<file path="src/rtl/bcd_pkg.sv">
// bcd_pkg: shared FSM states and digit constants for the binary-to-BCD converter
package bcd_pkg;
  typedef enum logic [1:0] {IDLE, SHIFT, DONE} state_t;
  localparam int BCD_DIGIT_W = 4;
  localparam int ADD3_THRESHOLD = 5;
endpackage

</file>
<file path="src/rtl/bcd_add3.sv">
// bcd_add3: one double-dabble digit correction, adds 3 to any digit of 5 or more
module bcd_add3
  import bcd_pkg::*;
(
  input  logic [BCD_DIGIT_W-1:0] d,
  output logic [BCD_DIGIT_W-1:0] q
);
  assign q = (d >= BCD_DIGIT_W'(ADD3_THRESHOLD)) ? d + BCD_DIGIT_W'(3) : d;
endmodule

</file>
<file path="src/rtl/bin_to_bcd_converter.sv">
// bin_to_bcd_converter: sequential double-dabble, one bit per cycle, registered BCD result
module bin_to_bcd_converter
  import bcd_pkg::*;
#(
  parameter int BIN_WIDTH = 8,
  parameter int DIGITS = 3
) (
  input  logic                          Clk,
  input  logic                          Rst_n,
  input  logic                          Start,
  input  logic [BIN_WIDTH-1:0]          Binary,
  output logic                          Busy,
  output logic                          Done,
  output logic [BCD_DIGIT_W*DIGITS-1:0] BCD
);
  localparam int SW = BCD_DIGIT_W * DIGITS;
  localparam int CW = $clog2(BIN_WIDTH + 1);
  if ((64'(10) ** DIGITS) <= ((64'(1) << BIN_WIDTH) - 64'(1))) begin : g_range_err
    $error("DIGITS too small for BIN_WIDTH");
  end
  state_t               state, state_n;
  logic [SW-1:0]        scratch, fixed, scratch_n;
  logic [BIN_WIDTH-1:0] bin;
  logic [CW-1:0]        cnt;
  logic                 last, busy_n, done_n;
  for (genvar i = 0; i < DIGITS; i++) begin : g_add3
    bcd_add3 u_add3 (
      .d(scratch[i*BCD_DIGIT_W +: BCD_DIGIT_W]),
      .q(fixed[i*BCD_DIGIT_W +: BCD_DIGIT_W])
    );
  end
  assign scratch_n = SW'({fixed, bin[BIN_WIDTH-1]});
  assign last = cnt == CW'(1);
  // the final shift writes its result straight to BCD so DONE can accept the next Start
  always_ff @(posedge Clk or negedge Rst_n) begin
    if (!Rst_n) begin
      state <= IDLE;
      Busy  <= 1'b0;
      Done  <= 1'b0;
    end else begin
      state <= state_n;
      Busy  <= busy_n;
      Done  <= done_n;
    end
  end
  always_comb begin
    state_n = (state == SHIFT) ? (last ? DONE : SHIFT) : (Start ? SHIFT : IDLE);
  end
  always_comb begin
    busy_n = state_n == SHIFT;
    done_n = (state == SHIFT) && last;
  end
  always_ff @(posedge Clk or negedge Rst_n) begin
    if (!Rst_n) begin
      scratch <= '0;
      bin     <= '0;
      cnt     <= '0;
      BCD     <= '0;
    end else if (state == SHIFT) begin
      scratch <= scratch_n;
      bin     <= bin << 1;
      cnt     <= cnt - CW'(1);
      if (last) BCD <= scratch_n;
    end else if (Start) begin
      scratch <= '0;
      bin     <= Binary;
      cnt     <= CW'(BIN_WIDTH);
    end
  end
endmodule

</file>
<file path="config.mk">
export PLATFORM = sky130hd
export DESIGN_NAME = bin_to_bcd_converter
export DESIGN_NICKNAME = d
export VERILOG_FILES = /design/src/rtl/bcd_pkg.sv /design/src/rtl/bcd_add3.sv /design/src/rtl/bin_to_bcd_converter.sv
export SDC_FILE = /design/constraint.sdc
export NUM_CORES = 1
export LEC_CHECK = 0
export CAP_MARGIN = 20
export CORE_MARGIN = 2
export CORE_UTILIZATION = 45
export CTS_CLUSTER_DIAMETER = 120
export DETAILED_ROUTE_END_ITERATION = 12
export PLACE_DENSITY = 0.68
export SETUP_SLACK_MARGIN = 0.3
export SLEW_MARGIN = 20
export SYNTH_ARGS = -nofsm -noshare
export SYNTH_HDL_FRONTEND = slang
export SYNTH_SLANG_ARGS = --single-unit
</file>
<file path="constraint.sdc">
create_clock -name Clk -period 2.7 [get_ports Clk]
set_input_delay 0.27 -clock Clk [delete_from_list [all_inputs] [get_ports Clk]]
set_output_delay 0.27 -clock Clk [all_outputs]
set_load 0.02 [all_outputs]
</file>
==> results.cfg <==
[final_layout]
final_core_util_pct = 55.4
finalNetCount = 227
design_area_sq_mm = 0.00221
n_antenna_cell = 0
layout-drive-gt1-share_pct = 13.0
syn_to_final_growth_pct = 18.2
final-instance-count-excl-fill = 258

[routing]
route.antenna.remaining_nets = 0
met2WireLength_um = 1720
vias_per_cell = 5.22
routed_wirelength_um = 3450
amount_of_wire_on_met3_after_detailed_routing_um = 135
drc_markers = 0
top_layer_used = met4
route.vias.total = 1348
drt_iter0_markers = 42
wl_met1_um = 1530
detailedRoute.firstPassIterationCount = 4
avgRoutedWirePerCell_um = 13.4

[timing]
setup_tns_ps = 0
post-route-period-util_pct = 60.5
slew_headroom_pct = 41.1
maxClockFrequency_ghz = 0.612
setup_viol = 0
layout_min_cycle_time_ps = 1630
setup_ws_ps = 1070
unrepaired_setup_endpoints_after_global_routing = no
fin_skew_ps = 2.12
timing_hold_violations_final = 0
tightest_pin_transition_ps = 881
final-max-slew-violation-count = 0

[floorplanning]
design.die.area_sq_mm = 0.00469
rows = 23
fp.dieH_um = 68.5
floorplan.io_pins = 25
die_w_um = 68.5
floorplan.core_area_sq_mm = 0.00400
starting_density_of_the_core_pct = 46.8

[placed_design]
post_detail_place_hpwl_um = 2330
placement.cell_area_sq_mm = 0.00214
placement.setup.worst_slack_ps = 814
routabilityCongestion = 0.792
dp_cells = 251
io_buffer_count = 24

[logic_synthesis]
syn-cell-area_sq_mm = 0.00187
number_of_storage_elements_in_the_synthesis_netlist = 38
synth_largest_type_area_fraction_pct = 50.8
ys_types = 27
synth.yosys.warnings = 0
yosys.area.top_type = dfrtp_1
syn-instance-count = 184
yosys-top-cells-area = dfrtp_1, o21ai_1, nand2_1, ha_1, mux2i_1
synth.avg_cell_area_sq_um = 10.2
synth-seq-area-share_pct = 50.8
synth.net_count = 203

[critical_path]
r2r_start = scratch[4]$_DFFE_PN0P_
cp_data_required_time_ps = 2910
cp_launch_point = scratch[4]$_DFFE_PN0P_
critPathKind = reg2reg
crit_fanout = 5
start_kind = flop
cp_data_arrival_time_ps = 1840
worstSetupEndpointType = flop

[power_and_ir_drop]
powerDensity_mw_per_mm2 = 1190
ir_drop_v = 0.000443
power.share.clock_pct = 13.7
seqPwrFrac_pct = 37.3
power_report.internal_total_mw = 1.56
p_comb_share_pct = 49.0
power_switching_share_pct = 40.9
leakagePower_nw = 0.990
p_switching_mw = 1.08

[clock_network]
cts-resized-gates = 0
cts-htree-levels = 2
clock_tree.root_cell = clkbuf_8
clock_tree_from_tritoncts = yes
num_cts_buffers = 5
cts-root-to-sink-buffers = 2
cts.reportedPaths.clkPinSlew_ps = 70
tritoncts_num_sinks = 38
postCtsHoldBufs = 0
clk-insertion-delay-late_ps = 280
post_cts_buffers = 0

[run]
cap_viol_max_count = 0

[global_route]
first_global_vias = 1406
grt_pass1_wl_um = 6080
antenna_found_initial = 0
total_grt_usage_pct = 17.9
grt_start_max_net_pins = 39
global_route.overflow_total = 0

[outcome]
run_status = finished clean

[min_path]
timing.hold.worst.class = in2async
[registers in the layout, summed over array words and instances, names as in the netlist]
signal	cells
cnt	4
Done	1
BCD	12
scratch	12
bin	8
state	1
[power groups by stage]
stage	registers [mW]	logic, mW	clock network, mW
CTS	0.984	1.31	0.378
global route	1.02	1.47	0.407
floorplan	1.05	0.888	0
finish	0.984	1.29	0.360
detailed placement	0.994	1.30	0
global placement	0.980	1.26	0
[cell type report]
cell class,count,area [sq um]
inverter,9,33.8
sequential,38,951
multi-input combinational,128,836
tap,50,62.6
fill,349,1790
clock buffer,7,76.3
timing repair buffer,26,255
[cell families after synthesis]
kind of cell / Yosys count / share of synthesized area, %
AO/OA/AOI/OAI: 46 / 14.2
XOR/XNOR: 4 / 1.87
adder cells (fa/ha/maj): 8 / 5.34
buffers and inverters: 18 / 4.61
flip-flops: 38 / 50.8
multiplexers: 11 / 6.68
AND/OR/NAND/NOR: 59 / 16.5
[metrics by stage]
stage                     hold slack, ps  total power, mW
final                                402             2.64
after floorplan                    -25.6             1.94
after global placement               460             2.24
after detailed placement             467             2.30
after CTS                            417             2.67
after global routing                 442             2.89
[cells in the final DEF (no fill, tap or decap)]
| cell type | instances |
|---|---|
| nand2_1 | 27 |
| dfrtp_1 | 38 |
| o31ai_1 | 1 |
| a21oi_1 | 5 |
| nor2_1 | 4 |
| ha_1 | 8 |
| clkbuf_1 | 2 |
| xnor2_1 | 4 |
| inv_1 | 6 |
| clkdlybuf4s50_1 | 24 |
| nand3b_1 | 3 |
| nor3b_1 | 5 |
| o21ai_0 | 1 |
| mux2_4 | 3 |
| o21ai_2 | 6 |
| nand3_2 | 1 |
| a21oi_2 | 3 |
| o21ai_1 | 30 |
| mux2i_1 | 8 |
| inv_2 | 3 |
| nand2b_1 | 2 |
| nand2b_2 | 2 |
| clkbuf_8 | 5 |
| or3_1 | 6 |
| nand3_1 | 3 |
| buf_4 | 2 |
| nor2b_4 | 1 |
| nor2_2 | 1 |
| nor3_1 | 4 |
[cell usage after synthesis]
cell and n:
nand3_1 3, nand2_1 27, dfrtp_1 38, nor2b_4 1, nor2_1 4, inv_2 3
xnor2_1 4, mux2i_1 8, nand3_2 1, a21oi_2 3, a21oi_1 5, nor3_1 4
inv_1 6, or3_1 6, nand3b_1 3, buf_4 3, o21ai_2 6, ha_1 8
nor2_2 1, o21ai_0 1, o31ai_1 1, buf_2 6, mux2_4 3, o21ai_1 30
nand2b_2 2, nor3b_1 5, nand2b_1 2
[worst paths after layout]
kind	endpoint	slack [ps]	cells after the start
max	scratch[6]$_DFFE_PN0P_	1070	6
min	bin[1]$_DFFE_PN0P_	400	2
max reg2reg	scratch[6]$_DFFE_PN0P_	1070	6
min reg2reg	BCD[2]$_DFFE_PN0P_	480	2
max in group asynchronous	scratch[2]$_DFFE_PN0P_	1950	2
min in group Clk	BCD[2]$_DFFE_PN0P_	480	2
[routing by layer]
metal,track usage [%],up-vias
li1,-,668
met1,20.2,647
met2,30.5,26
met3,5.52,7
met4,8.75,0
met5,0,-
[worst max-delay path, cell delays in order, from the launching register on]
cell	delay, ps
dfrtp_1	400
inv_1	120
ha_1	270
nand2b_2	100
a21oi_2	210
mux2_4	340
o21ai_2	120
(Power assumes the default switching activity.)
